**config.mk**
```make
export PLATFORM = sky130hd
export DESIGN_NAME = serial_add_ctrl
export DESIGN_NICKNAME = d
export VERILOG_FILES = /design/src/rtl/serial_add_ctrl.sv
export SDC_FILE = /design/constraint.sdc
export NUM_CORES = 1
export LEC_CHECK = 0
export BUFFER_PORTS_ARGS = -buffer_cell sky130_fd_sc_hd__buf_2
export CORE_ASPECT_RATIO = 1.75
export CORE_MARGIN = 1
export CORE_UTILIZATION = 50
export DETAILED_ROUTE_END_ITERATION = 7
export PLACE_DENSITY = 0.72
export REMOVE_ABC_BUFFERS = 1
export SKIP_LAST_GASP = 1
export SYNTH_ARGS = -nofsm -noshare
export SYNTH_HDL_FRONTEND = slang
export SYNTH_SLANG_ARGS = --single-unit
```
**constraint.sdc**
```tcl
create_clock -name clk -period 2.7 [get_ports clk]
set_input_delay 0 -clock clk [delete_from_list [all_inputs] [get_ports clk]]
set_output_delay 0 -clock clk [all_outputs]
set_load 0.03 [all_outputs]
```
**src/rtl/serial_add_ctrl.sv**
```systemverilog
// Bit-serial WIDTH-bit add/subtract sequencer around a single 1-bit full adder.
// Operands arrive on a valid/ready handshake; the result leaves on a second one.

module full_add (
   input  logic a,
   input  logic b,
   input  logic cin,
   output logic sum,
   output logic cout
);
   assign sum  = a ^ b ^ cin;
   assign cout = (a & b) | (a & cin) | (b & cin);
endmodule

// Handshakes: a transfer happens on a rising edge where valid && ready are both
// high; the sender holds its payload until then, and the receiver may raise
// ready without waiting for valid (in_ready in IDLE, out_ready at any time).
module serial_add_ctrl #(
   parameter int WIDTH = 8
) (
   input  logic             clk,
   input  logic             rst,
   input  logic             in_valid,
   output logic             in_ready,
   input  logic [WIDTH-1:0] in_a,
   input  logic [WIDTH-1:0] in_b,
   input  logic             in_sub,
   output logic             out_valid,
   input  logic             out_ready,
   output logic [WIDTH-1:0] out_sum,
   output logic             out_cout,
   output logic             out_ovf,
   output logic             busy
);
   localparam int CW = $clog2(WIDTH);
   localparam logic [CW-1:0] CNT_LAST   = CW'(WIDTH - 1);
   localparam logic [CW-1:0] CNT_PENULT = CW'(WIDTH - 2);

   typedef enum logic [1:0] {IDLE, RUN, DONE} state_t;

   state_t          state_q, state_d;
   logic            accept;
   logic [WIDTH-1:0] a_q, b_q, res_q;
   logic            carry_q, c_msb_q;
   logic [CW-1:0]   cnt_q;
   logic            fa_sum, fa_cout;

   full_add u_fa (
      .a    (a_q[0]),
      .b    (b_q[0]),
      .cin  (carry_q),
      .sum  (fa_sum),
      .cout (fa_cout)
   );

   always_ff @(posedge clk) begin
      if (rst) state_q <= IDLE;
      else     state_q <= state_d;
   end

   always_comb begin
      state_d   = state_q;
      in_ready  = 1'b0;
      out_valid = 1'b0;
      busy      = 1'b0;
      accept    = 1'b0;
      case (state_q)
         IDLE: begin
            in_ready = 1'b1;
            if (in_valid) begin
               accept  = 1'b1;
               state_d = RUN;
            end
         end
         RUN: begin
            busy = 1'b1;
            if (cnt_q == CNT_LAST) state_d = DONE;
         end
         DONE: begin
            busy      = 1'b1;
            out_valid = 1'b1;
            if (out_ready) state_d = IDLE;
         end
         default: state_d = IDLE;
      endcase
   end

   // Subtraction is A + ~B + 1: invert B on load and seed the carry with 1.
   always_ff @(posedge clk) begin
      if (rst) begin
         a_q     <= '0;
         b_q     <= '0;
         res_q   <= '0;
         carry_q <= 1'b0;
         c_msb_q <= 1'b0;
         cnt_q   <= '0;
      end else if (accept) begin
         a_q     <= in_a;
         b_q     <= in_sub ? ~in_b : in_b;
         carry_q <= in_sub;
         cnt_q   <= '0;
      end else if (state_q == RUN) begin
         res_q   <= {fa_sum, res_q[WIDTH-1:1]};
         a_q     <= {1'b0, a_q[WIDTH-1:1]};
         b_q     <= {1'b0, b_q[WIDTH-1:1]};
         carry_q <= fa_cout;
         // The adder's carry-out at bit WIDTH-2 is the carry into the MSB.
         if (cnt_q == CNT_PENULT) c_msb_q <= fa_cout;
         if (cnt_q != CNT_LAST)   cnt_q   <= cnt_q + CW'(1);
      end
   end

   assign out_sum  = res_q;
   assign out_cout = carry_q;
   assign out_ovf  = c_msb_q ^ carry_q;

endmodule
```
* Yosys cells after proc, flatten, opt, wreduce, memory -nomap -nowiden
Cells that the tools add are included.
** Word-level totals
- Register bits :: 31
- Bits of input ports :: 21
- Output and inout bits :: 13
** Operators by class
- $add $sub $neg :: 1
- Equality and inequality tests :: 8
- Muxes and demuxes :: 16
- Bitwise gates (word level) :: 10
- Reduce and logical (&&, ||, !) cells :: 8
** Operator list (count)
- $mux W8 :: 5
- $not A8 Y8 :: 1
- $mux W1 :: 7
- $eq A3 B3 Y1 const B :: 2
- $mux W2 :: 3
- $ne A2 B2 Y1 const B :: 3
- $pmux W2 S3 :: 1
- $reduce_and A3 Y1 :: 2
- $reduce_and A2 Y1 :: 2
- $reduce_or A2 Y1 :: 2
- $add A3 B1 Y3 const B :: 1
- $and A1 B1 Y1 :: 3
- $ne A3 B3 Y1 const B :: 1
- $xor A1 B1 Y1 :: 3
- $eq A2 B1 Y1 const B :: 1
- $eq A2 B2 Y1 const B :: 1
- $logic_not A2 Y1 :: 1
- $or A1 B1 Y1 :: 2
- $reduce_bool A2 Y1 :: 1
- $not A1 Y1 :: 1

* Longest topological paths before layout
- Depth after elaboration :: 5
- Depth in mapped cells :: 7

* By module
A second synthesis with hierarchy kept.
** Unflattened totals
- Cell total of the unflattened synthesis :: 148
- Area, all modules :: 1493.9 sq um
** By module, submodules not included
- serial_add_ctrl :: instances 1, cells each 147, area an instance 1473.9 sq um, seq. area each 620.6 sq um
- full_add :: instances 1, cells each 1, area an instance 20.0 sq um, seq. area each 0.0 sq um

* Least setup slack after synthesis
Ideal clock, no wire load.
- Path type :: flip-flop to flip-flop
- Start :: reg state_q[0]
- End :: reg carry_q (netlist: out_cout)
- Library setup time :: 86 ps
- Arrival time :: 1334 ps
- Path slack :: 1280 ps
- Cell stages (with the launch flop) :: 6
- Path through :: dfxtp_1 inv_1 ha_1 nand2_1 buf_1 a211oi_1
** Between the ends
- Cells in the longest elaborated chain, start to end :: 3
** RTL lines
- from (decl) :: RTL line 41 : state_t state_q, state_d;
- from (signal assigned) :: RTL line 58 : else state_q <= state_d;
- $logic_not A2 Y1 :: RTL line 67 : case (state_q)
- $mux W1 :: RTL line 67
- $mux W1 / $reduce_bool A2 Y1 (equally long branches)
- to (signal assigned) :: RTL line 100 : carry_q <= in_sub;
- to (signal assigned) :: RTL line 106 : carry_q <= fa_cout;
- to (decl) :: RTL line 44 : logic carry_q, c_msb_q;
Several ways; a longest one is shown, not always the timed one.
A chain may end at the register's enable or synchronous reset.

* Final worst setup path
- Start :: reg state_q[1]
- End :: reg a_q[1]
** Between the ends
- Cells in the longest elaborated chain, start to end :: 3
** RTL lines
- $logic_not A2 Y1 :: RTL line 67
- $mux W1 :: RTL line 67
- $mux W8 / $reduce_bool A2 Y1 (equally long branches)
- to (signal assigned) :: RTL line 98 : a_q <= in_a;
- to (signal assigned) :: RTL line 104 : a_q <= {1'b0, a_q[WIDTH-1:1]};
- to (decl) :: RTL line 43 : logic [WIDTH-1:0] a_q, b_q, res_q;
Several ways; a longest one is shown, not always the timed one.

==> results.yml <==
critical_path:
  r2r_start: "state_q[1]$_SDFFE_PP0P_"
  worstSetupStartpointType: "flip-flop"
  rrSetupSlack_ns: 1.06
  crit_required_ns: 2.89
  path_max_fanout: 20
  critPathTopFamily: "buffers and inverters"
  crit_path_end_kind: "flip-flop"
  crit_chain: "inv_1, ha_1, buf_4, mux2i_1, a211oi_1"
  cpMaxStageDelayCell: "buf_4"
  worst-path-buf-inv: 2
  arrival_ns: 1.82
  cp.depth: 5
  reg2reg_to: "a_q[1]$_SDFFE_PP0P_"
  rr_worst_depth: 5
  critical_path_class: "flip-flop to flip-flop"
  cpPeakStageDelay_ns: 0.38
floorplan:
  die_area_um2: 3180
  coreArea_um2: 2750
  num_rows: 25
  ios: 34
  die_w_um: 43.1
  die_y_um: 73.9
  initial_utilization: 0.536
route:
  drc: 0
  vias_per_cell: 5.36
  ant_nets: 0
  firstDrtPassIters: 4
  wirelength_um: 2710
  num_vias: 1146
  drt-initial-drc-count: 37
  wl_per_cell_um: 12.7
clock_network:
  clk_pin_slew_ns: 0.07
  clk-insertion-delay-late_ns: 0.28
  cts_buffers: 5
  cts_tree: "done"
  postCtsSetupRepairBufs: 0
  cts.path.max_buffers: 2
  htree_levels: 2
  cts_root_buffer: "clkbuf_8"
  clock-sinks: 31
timing:
  setup_viol: 0
  maxSlewViolCount: 0
  period_share: 0.606
  clock.fmax_mhz: 611
  rsz0062_at_grt: "false"
  slew_headroom: 0.611
  finalHoldViolations: 0
  finalCriticalPeriod_ns: 1.64
  clock_skew_ns: 0.00503
  worst_pin_slew_ns: 0.584
  finalSetupTns_ns: 0
layout:
  fin_nets: 214
  drive_above_1_share: 0.241
  multiInputGateArea_um2: 774
  final_common_cell: "buf_2"
  n_fill_cell: 246
  utilization: 0.642
  area_delta_synth_final_pct: 19.7
  seq_area_um2: 621
  layout_common_cells: "buf_2 (33), dfxtp_1 (31), mux2i_1 (26), nor2_1 (25), a211oi_1 (15)"
  fin_area_um2: 1770
  diodes: 0
power_and_ir_drop:
  power.density_nw_per_um2: 777
  power.switching_uw: 471
  combPwrFrac: 0.334
  vdd_drop_max_uv: 517
  seq_power_share: 0.417
  swShare: 0.343
  p_int_uw: 902
  pwr-share-clk: 0.250
  p_leak_uw: 0.000783
logic_synthesis:
  postSynthCellCount: 148
  synth_cell_types: 25
  synth_warnings: 0
  ys.flop_type: "dfxtp_1"
  syn_avg_cell_area_um2: 9.98
  ys_seq_area_frac: 0.420
  ys_seq_elements: 31
  syn_area_um2: 1480
  synth-edff-count: 0
  async_flop_share: 0
global_route:
  use_met3: 0.0516
  antenna_found_initial: 0
  grt-busiest-layer: "met2"
  grt_pass1_wl_um: 4710
  use_met2: 0.348
  grt_max_degree: 33
  met1_usage: 0.219
  grt_pass1_vias: 1119
  track_usage: 0.199
  grt-ovfl-total: 0
placed_design:
  place_hpwl_um: 1900
  place.gp.congestion: 0.794
  portBuffers: 33
  dpl_cell_area_um2: 1620
worst_hold_path:
  min_path_type: "primary input to flip-flop"
  hold_end: "a_q[0]$_SDFFE_PP0P_"
  hp-start: "in_a[0]"
  min_path_cells: 3
status:
  status: "complete, no violations"
job:
  maxCapViolations: 0
-- worst max path at each step --
stage | slack (ns) | endpoint | startpoint
after floorplan | 0.66 | cnt_q[1]$_SDFFE_PP0P_ | state_q[1]$_SDFFE_PP0P_
final | 1.06 | a_q[1]$_SDFFE_PP0P_ | state_q[1]$_SDFFE_PP0P_
after detailed placement | 1.09 | c_msb_q$_SDFFE_PP0P_ | state_q[1]$_SDFFE_PP0P_
after CTS | 1.07 | c_msb_q$_SDFFE_PP0P_ | state_q[1]$_SDFFE_PP0P_
after global routing | 0.93 | c_msb_q$_SDFFE_PP0P_ | state_q[1]$_SDFFE_PP0P_
after global placement | 1.14 | c_msb_q$_SDFFE_PP0P_ | state_q[1]$_SDFFE_PP0P_
-- Yosys cell counts (2+ instances only) --
library cell	count	share of area
inv_1	4	0.010
clkbuf_1	2	0.0051
nor2_1	25	0.064
ha_1	6	0.051
buf_6	3	0.023
buf_2	2	0.0068
xor2_1	9	0.053
nand3_1	3	0.010
a211oi_1	15	0.076
buf_1	2	0.0051
nor3_1	2	0.0068
dfxtp_1	31	0.42
a21oi_1	2	0.0068
nand2_1	3	0.0076
mux2i_1	26	0.18
nand2b_1	4	0.017
-- stage by stage --
stage | power, µW | setup WS, ns | instances | hold WS, ns
after floorplan | 930 | 0.659 | 138 | 0.0689
after global placement | 1020 | 1.14 | 200 | 0.243
after detailed placement | 1030 | 1.09 | 200 | 0.257
after CTS | 1390 | 1.07 | 214 | 0.00490
after global routing | 1470 | 0.929 | 214 | 0.0140
final | 1370 | 1.06 | 214 | 0.0113
-- worst register-to-register path: stages, from the launching register on --
cell and delay (ns):
dfxtp_1 0.33, inv_1 0.09, ha_1 0.34, buf_4 0.38, mux2i_1 0.14, a211oi_1 0.26
-- repair_timing --
action | CTS | global route
endpoints found under the hold margin | 6 | 0
resized for setup | 0 | 0
hold buffers | 6 | 0
-- per-layer routing --
| layer | wire length [µm] | up-vias |
|---|---|---|
| met5 | 0 | - |
| li1 | - | 586 |
| met1 | 1200 | 520 |
| met3 | 113 | 7 |
| met2 | 1350 | 33 |
| met4 | 48 | 0 |
-- kinds of logic (layout without fill, tap and decap cells) --
logic type / count (synthesis) / count (layout) / synth area share
xor gates and xnor gates: 10 / 10 / 0.0593
buffers and inverters: 14 / 53 / 0.0551
and+or+nand+nor: 39 / 39 / 0.116
DFF: 31 / 31 / 0.420
AOI/OAI and AO/OA: 21 / 21 / 0.108
muxes: 26 / 26 / 0.176
adders and majority gates: 7 / 7 / 0.0644
-- layout make-up --
type	count	share of cell area
Multi-Input combinational cell	103	0.438
Sequential cell	31	0.351
Timing Repair Buffer	41	0.136
Clock buffer	5	0.0389
Tap cell	27	0.0191
Clock inverter	3	0.00849
Inverter	4	0.00849
-- power by group through the flow --
stage               combinational, µW  sequential, µW  clock (µW)
floorplan                         344             586           0
global placement                  444             578           0
detailed placement                451             583           0
CTS                               462             573         355
global route                      504             580         382
finish                            459             572         343
-- registers in the layout, summed over array words and instances, names as in the netlist --
name      cells
a_q           8
b_q           8
c_msb_q       1
cnt_q         3
out_cout      1
out_sum       8
state_q       2
Note: power is estimated with default switching activity, not from simulation.
